==> config.mk <==
export PLATFORM = sky130hd
export DESIGN_NAME = fun_sched
export DESIGN_NICKNAME = d
export VERILOG_FILES = /design/src/rtl/fun_pkg.sv /design/src/rtl/fun_sched_fifo.sv /design/src/rtl/fun_sched.sv
export SDC_FILE = /design/constraint.sdc
export NUM_CORES = 1
export LEC_CHECK = 0
export ABC_AREA = 1
export CORE_MARGIN = 5
export CORE_UTILIZATION = 54
export CTS_CLUSTER_SIZE = 20
export DETAILED_ROUTE_END_ITERATION = 8
export PLACE_DENSITY = 0.79
export SETUP_SLACK_MARGIN = 0.05
export SLEW_MARGIN = 20
export SYNTH_ARGS = -nofsm -noshare
export SYNTH_HDL_FRONTEND = slang
export SYNTH_SLANG_ARGS = --single-unit
export TNS_END_PERCENT = 30
==> constraint.sdc <==
create_clock -name clk -period 2.76 [get_ports clk]
set_input_delay 0.69 -clock clk [delete_from_list [all_inputs] [get_ports clk]]
set_output_delay 0.69 -clock clk [all_outputs]
set_load 0.05 [all_outputs]
==> src/rtl/fun_pkg.sv <==
// ============================================================================
// fun_pkg : shared widths, FSM state encoding and error code for fun_sched (rev 1.0)
// ============================================================================
`default_nettype none

package fun_pkg;
   localparam int OP_W  = 8;
   localparam int RES_W = 11;
   localparam int TAG_W = 4;

   localparam logic [RES_W-1:0] ERR_RESULT = 11'h7FF;

   typedef enum logic [2:0] {
      ST_IDLE   = 3'd0,
      ST_LAUNCH = 3'd1,
      ST_ARM    = 3'd2,
      ST_WAIT   = 3'd3,
      ST_DONE   = 3'd4
   } state_t;
endpackage

`default_nettype wire

==> src/rtl/fun_sched_fifo.sv <==
// ============================================================================
// fun_sched_fifo : DEPTH-entry operand FIFO with full/empty flags (rev 1.0)
// ============================================================================
`default_nettype none

module fun_sched_fifo #(
   parameter int DEPTH = 4,
   parameter int WIDTH = 16
) (
   input  logic             clk,
   input  logic             rst,
   input  logic             push,
   input  logic             pop,
   input  logic [WIDTH-1:0] wdata,
   output logic [WIDTH-1:0] rdata,
   output logic             full,
   output logic             empty
);
   localparam int AW = (DEPTH > 1) ? $clog2(DEPTH) : 1;

   logic [WIDTH-1:0] mem [DEPTH];
   logic [AW-1:0]    wr_ptr;
   logic [AW-1:0]    rd_ptr;
   logic [AW:0]      count;
   logic             do_push;
   logic             do_pop;

   assign do_push = push & ~full;
   assign do_pop  = pop & ~empty;
   assign full    = (count == (AW+1)'(DEPTH));
   assign empty   = (count == '0);
   assign rdata   = mem[rd_ptr];

   // DEPTH is a power of two, so the pointers wrap naturally
   always_ff @(posedge clk or negedge rst) begin
      if (!rst) begin
         wr_ptr <= '0;
         rd_ptr <= '0;
         count  <= '0;
      end else begin
         if (do_push) wr_ptr <= wr_ptr + 1'b1;
         if (do_pop)  rd_ptr <= rd_ptr + 1'b1;
         case ({do_push, do_pop})
            2'b10:   count <= count + 1'b1;
            2'b01:   count <= count - 1'b1;
            default: count <= count;
         endcase
      end
   end

   always_ff @(posedge clk) begin
      if (do_push) mem[wr_ptr] <= wdata;
   end
endmodule

`default_nettype wire

==> src/rtl/fun_sched.sv <==
// ============================================================================
// fun_sched : dispatches FIFO'd operand pairs one at a time to an a*cbrt(b) core (rev 1.0)
// Build macro FUN_SCHED_TIMEOUT_EN bounds the core wait to TIMEOUT cycles.
// ============================================================================
`default_nettype none

module fun_sched
   import fun_pkg::*;
#(
   parameter int DEPTH   = 4,
   parameter int TIMEOUT = 2000
) (
   input  logic             clk,
   input  logic             rst,
   input  logic             in_valid,
   output logic             in_ready,
   input  logic [OP_W-1:0]  in_a,
   input  logic [OP_W-1:0]  in_b,
   output logic             core_start,
   output logic [OP_W-1:0]  core_a,
   output logic [OP_W-1:0]  core_b,
   input  logic             core_busy,
   input  logic [RES_W-1:0] core_result,
   output logic             out_valid,
   input  logic             out_ready,
   output logic [RES_W-1:0] out_result,
   output logic [TAG_W-1:0] out_tag,
   output logic             out_err
);
   state_t              state;
   logic                ready_en;
   logic                push;
   logic                pop;
   logic                fifo_full;
   logic                fifo_empty;
   logic [2*OP_W-1:0]   head;
   logic [TAG_W-1:0]    job_cnt;
   logic [TAG_W-1:0]    job_tag;

`ifdef FUN_SCHED_TIMEOUT_EN
   localparam int TO_W = $clog2(TIMEOUT + 1);
   logic [TO_W-1:0]     wait_cnt;
`else
   assign out_err = 1'b0;
`endif

   // ready_en keeps in_ready low while reset is asserted
   assign in_ready = ready_en & ~fifo_full;
   assign push     = in_valid & in_ready;
   assign pop      = (state == ST_IDLE) & ~fifo_empty & (~out_valid | out_ready);

   fun_sched_fifo #(
      .DEPTH (DEPTH),
      .WIDTH (2*OP_W)
   ) u_fifo (
      .clk   (clk),
      .rst   (rst),
      .push  (push),
      .pop   (pop),
      .wdata ({in_a, in_b}),
      .rdata (head),
      .full  (fifo_full),
      .empty (fifo_empty)
   );

   always_ff @(posedge clk or negedge rst) begin
      if (!rst) begin
         state      <= ST_IDLE;
         ready_en   <= 1'b0;
         core_start <= 1'b0;
         core_a     <= '0;
         core_b     <= '0;
         out_valid  <= 1'b0;
         out_result <= '0;
         out_tag    <= '0;
         job_cnt    <= '0;
         job_tag    <= '0;
`ifdef FUN_SCHED_TIMEOUT_EN
         out_err    <= 1'b0;
         wait_cnt   <= '0;
`endif
      end else begin
         ready_en   <= 1'b1;
         core_start <= 1'b0;
         // a capture below overrides this drop in the same cycle
         if (out_valid && out_ready) out_valid <= 1'b0;

         case (state)
            ST_IDLE: begin
               if (pop) begin
                  core_a     <= head[2*OP_W-1:OP_W];
                  core_b     <= head[OP_W-1:0];
                  job_tag    <= job_cnt;
                  job_cnt    <= job_cnt + 1'b1;
                  core_start <= 1'b1;
                  state      <= ST_LAUNCH;
               end
            end
            ST_LAUNCH: state <= ST_ARM;
            ST_ARM: begin
`ifdef FUN_SCHED_TIMEOUT_EN
               wait_cnt <= '0;
`endif
               state <= ST_WAIT;
            end
            ST_WAIT: begin
               if (!core_busy) begin
                  out_result <= core_result;
                  out_tag    <= job_tag;
                  out_valid  <= 1'b1;
`ifdef FUN_SCHED_TIMEOUT_EN
                  out_err    <= 1'b0;
`endif
                  state      <= ST_DONE;
               end
`ifdef FUN_SCHED_TIMEOUT_EN
               else if (wait_cnt == TO_W'(TIMEOUT - 1)) begin
                  out_result <= ERR_RESULT;
                  out_tag    <= job_tag;
                  out_valid  <= 1'b1;
                  out_err    <= 1'b1;
                  state      <= ST_DONE;
               end else begin
                  wait_cnt <= wait_cnt + 1'b1;
               end
`endif
            end
            ST_DONE: state <= ST_IDLE;
            default: state <= ST_IDLE;
         endcase
      end
   end
endmodule

`default_nettype wire

==> impl_metrics.yaml <==
run:
  drv_cap: 0
logic_synthesis:
  avgSynthCellArea_um2: 9.979
  synth_nets: 528
  syn-cell-area_mm2: 0.004880
  synthCells: 489
  ys_top_cells_by_area: "edfxtp_1, dfrtp_1, nand2_1"
  yosysWarnings: 0
  yosysSeqAreaShare_pct: 66.05
  yosys.area.top_type: "edfxtp_1"
  ys_types: 24
  synth-seq-cells: 116
  synth_top_cell_area_share_pct: 39.38
placement:
  port_buffers: 65
  post-place-ws_ns: -0.01543
  gp_congestion: 0.7185
  dpl.hpwl_um: 6059
sta:
  worst_slack_ns: 0.2117
  setup_tns_ns: 0
  fmax_mhz: 392.4
  slew_violations: 0
  min_period_ns: 2.548
  hold_viol_final: 0
  worst_slew_pin_slew_ns: 0.7720
  grt_setup_unrepaired: "no"
  max-slew-margin-rel_pct: 48.53
  skew_ns: 0.007986
  setup_violations: 0
  post-route-period-util_pct: 92.33
global_routing:
  grt_overflow: 0
  grt_pass1_vias: 3424
  track_usage_pct: 18.92
  grt_max_degree: 36
  grt_pass1_wl_um: 16380
  antenna_found_initial: 0
clocking:
  clk_path_buf_depth: 2
  cts_buffers: 17
  root_buffer: "clkbuf_8"
  cts_tree: "done"
  worstSkewPairLatency_ns: 0.51
  post-cts-setup-buffers: 0
  cts_num_sinks: 116
  cts.clk_slew.worst_paths_ns: 0.06
  htreeDepth: 4
route:
  viasPerCell: 4.889
  wl_met2_um: 4991
  num_vias: 3359
  ant_nets: 0
  top_layer_used: "met4"
  wl_met3_um: 719
  wirelength_um: 9820
  drt_iter0_markers: 195
  firstDrtPassIters: 4
  wl_per_cell_um: 14.29
  wl_met1_um: 4051
  drcViolationCount: 0
power:
  peakVddDrop_mv: 0.6711
  pwr-share-comb_pct: 39.6
  seq_power_share_pct: 33.8
  p_int_w: 0.004462
  clkPwrFrac_pct: 26.6
  power_density_mw_per_mm2: 1207
  power_leakage_nw: 2.925
  switching_share_pct: 39.90
  p_sw_w: 0.002962
floorplanning:
  die_w_um: 105.1
  coreArea_mm2: 0.008763
  ios: 67
  die_area_mm2: 0.01104
  fp.dieH_um: 105.1
  initial_core_util_pct: 55.68
  placementRows: 34
worst_setup_path:
  worstPathMaxFanout: 3
  cp-startpoint: "u_fifo.count[0]"
  critical_path_class: "flip-flop to output port"
  critPathArrivalTime_ns: 1.86
  reg2reg_from: "u_fifo.count[1]"
  startpoint_type: "flip-flop"
  required_ns: 2.07
  critPathCaptureType: "output port"
finish:
  nets: 605
  drive_gt1_share_pct: 8.981
  syn2layout_area_growth_pct: 26.00
  antenna_cells: 0
  final_util_pct: 70.16
status:
  outcome: "completed"
worst_hold_path:
  min_path_type: "input pin to async pin"
==> final timing paths <==
path | to | slack (ns) | depth (start not counted)
min | state[1] | 0.25 | 1
min reg2reg | out_tag[3] | 0.47 | 2
min in group clk | out_tag[3] | 0.47 | 2
max | in_ready | 0.21 | 3
max reg2reg | u_fifo.count[2] | 0.78 | 9
max in group asynchronous | out_result[2] | 1.87 | 2
==> power groups by stage <==
stage / registers (W) / logic [W] / clock network, W
2_1_floorplan: 0.00326 / 0.00140 / 0
3_3_place_gp: 0.00251 / 0.00288 / 0
3_5_place_dp: 0.00253 / 0.00295 / 0
4_1_cts: 0.00251 / 0.00298 / 0.00202
5_1_grt: 0.00256 / 0.00321 / 0.00209
6_report: 0.00251 / 0.00294 / 0.00198
==> synth_stat cells <==
cell type / number
nand3_4: 2
edfxtp_1: 64
buf_6: 5
dfrtp_1: 52
fa_1: 1
xnor2_1: 2
o21ai_0: 1
inv_2: 5
nand2_2: 1
or2_2: 1
ha_1: 6
nand2_4: 2
conb_1: 2
buf_2: 9
nor2_8: 1
a21boi_0: 1
inv_1: 47
xor2_1: 3
a21oi_1: 1
nor2_2: 2
buf_4: 3
nand2_1: 250
nor2_1: 6
nand3_1: 22
==> kinds of logic after synthesis <==
| kind of cell | synth area share (%) |
|---|---|
| compound gates | 0.3588 |
| xor+xnor | 0.8976 |
| fa+ha+maj | 1.949 |
| buf+inv | 6.538 |
| flops | 66.05 |
| other cells | 0.1539 |
| simple gates | 24.05 |
==> stage by stage <==
stage	hold slack [ns]	instance area, µm²	std cells	power, W
final	0.2478	6148	687	0.007424
after floorplan	0.3944	4880	489	0.004658
after global placement	0.4517	5612	655	0.005386
after global routing	0.2942	6148	687	0.007865
after CTS	0.2552	6148	687	0.007510
after detailed placement	0.4582	5612	655	0.005483
==> routing by layer <==
layer  global-route usage, %  vias up
li1                        -     1673
met1                   22.77     1575
met2                   32.06      105
met3                   5.302        6
met4                   7.763        0
met5                       0        -
==> critical path, cell delays in order (launching register included) <==
cell and delay [ns]:
dfrtp_1 0.40, nor2_2 0.08, a21boi_0 0.29, dlygate4sd2_1 0.57
==> state kept, by name (all words and copies together), names as in the netlist <==
register and cells:
core_a 8, core_b 8, core_start 1, job_cnt 4, job_tag 4, out_result 11, out_tag 4, out_valid 1
ready_en 1, state 3, u_fifo.count 3, u_fifo.mem 64, u_fifo.rd_ptr 2, u_fifo.wr_ptr 2
==> final cells by class <==
class | instances | area [µm²]
clock inverter | 13 | 116.4
clock buffer | 19 | 421.7
sequential | 116 | 3223
timing repair buffer | 75 | 719.4
tap | 108 | 135.1
fill | 634 | 2615
inverter | 52 | 195.2
multi-input combinational | 304 | 1338
==> what timing repair did <==
action	in CTS	in global routing
endpoints found under the setup margin	1	0
hold buffers	0	0
gates resized for setup	1	0
==> cell usage in the layout, fill, tap and decap left out, drive strengths merged <==
cell type      instances
fa                     1
clkdlybuf4s50         63
xnor2                  2
bufinv                 2
or2                    1
clkinv                 9
a21boi                 1
nand3                 24
nand2                253
nor2                   9
inv                   52
o21ai                  1
dlygate4sd2            1
ha                     6
conb                   2
buf                   11
clkbuf                19
xor2                   3
dfrtp                 52
edfxtp                64
a21oi                  1
clkinvlp               2
Power figures use the tool's default switching activity.
==> edit: new RTL, same flow settings <==
Re-encode `state_t` (5 states) as one-hot, 5 bits wide.
--- a/src/rtl/fun_pkg.sv
+++ b/src/rtl/fun_pkg.sv
@@ -10,12 +10,12 @@
 
    localparam logic [RES_W-1:0] ERR_RESULT = 11'h7FF;
 
-   typedef enum logic [2:0] {
-      ST_IDLE   = 3'd0,
-      ST_LAUNCH = 3'd1,
-      ST_ARM    = 3'd2,
-      ST_WAIT   = 3'd3,
-      ST_DONE   = 3'd4
+   typedef enum logic [4:0] {
+      ST_IDLE   = 5'b00001,
+      ST_LAUNCH = 5'b00010,
+      ST_ARM    = 5'b00100,
+      ST_WAIT   = 5'b01000,
+      ST_DONE   = 5'b10000
    } state_t;
 endpackage
 
Formal check against the unedited RTL: same outputs for any inputs over 10 cycles, from zero or initial values and one cycle with rst low; not proved beyond that.
==> edit against the unedited design <==
- wire length increased by 1.7%
- sequential cell count increased by 2
- synthesized area increased by 0.26%
- power increased by 6.8%
- design area increased by 2.0%
- final cell count decreased by 5.4%
- worst setup slack improved by 130 ps
- critical endpoint unchanged
- largest cell class unchanged
- largest power group unchanged
- highest routed layer unchanged
==> edit: results (changes against the unedited design) <==
- The post-layout net count came to 568 (-6.1%).
- The combinational power share came to 0.372 (-0.024).
* Vias: 3337 (-0.65%)
- Internal portion of total power: 4.939 mW (+11%)
- The final cell count without fillers came to 650 (-5.4%).
* Result of the run: finished, final reports clean
- Hold WS: 99.22 ps (-148.6 ps)
- The depth of the worst register-to-register path was 8 (-1).
* Post-detailed-placement half-perimeter wirelength: 5973 µm (-1.4%)
- The met3 global-route usage is 0.06473 (+0.01171).
* Switching share of power: 0.3772 (-0.02176)
- The proportion of layout cells with a drive suffix above 1 is 0.1162 (+0.02643).
* Sequential fraction of total cell area: 0.5224 (-0.001861)
- Grt met2 use: 0.3141 (-0.006474)
* Proportion of cell area occupied by multi-input gates: 0.2226 (+0.005014)
- The proportion of register bits with asynchronous set or reset after synthesis was 0.4576 (+0.009351).
* Transition at the pin with the smallest max-transition slack: 572.5 ps (-199.5 ps)
- Routed met1 length: 4287 µm (+5.8%)
- The fraction of the core area covered by cells at the end of the flow came to 0.7153 (+0.01371).
* Pre-CTS setup slack: 38.16 ps (+53.59 ps)
- After synthesis, the cell types taking the most area are sky130_fd_sc_hd__edfxtp_1 39%, sky130_fd_sc_hd__dfrtp_1 27%, sky130_fd_sc_hd__nand2_1 14%.
- The register bit total from synthesis came to 118 (+1.7%).
- Final Instance Area: 0.006269 mm² (+2.0%)
- The total instance count after detailed placement is 618 (-5.6%).
- Area of placed instances: 0.005603 mm² (-0.16%)
- The synthesized area per cell was 10.78 µm² (+8.0%).
- Routing usage on met1: 0.2427 (+0.01500)
edit: cell types whose count changed in the layout (fill, tap and decap cells not counted), moves of 2 or more:
cell and delta:
sky130_fd_sc_hd__nand2_1 -65, sky130_fd_sc_hd__inv_1 -34, sky130_fd_sc_hd__nor2_1 +21, sky130_fd_sc_hd__o21ai_0 +17
sky130_fd_sc_hd__o21ai_1 +16, sky130_fd_sc_hd__nand3_1 -5, sky130_fd_sc_hd__clkbuf_8 +4, sky130_fd_sc_hd__bufinv_16 +3
sky130_fd_sc_hd__clkinv_2 -3, sky130_fd_sc_hd__clkinvlp_4 -2, sky130_fd_sc_hd__nand2_2 +2, sky130_fd_sc_hd__nand3_2 +2
sky130_fd_sc_hd__nand3_4 -2, sky130_fd_sc_hd__nor2_4 +2
edit: logic make-up (layout without fill, tap and decap cells):
kind of cell,Yosys count,count (layout)
AOI/OAI and AO/OA,36,36
xor gates and xnor gates,6,6
adders and majority gates,7,7
buffers and inverters,40,128
DFF,118,118
other,2,2
and+or+nand+nor,245,245
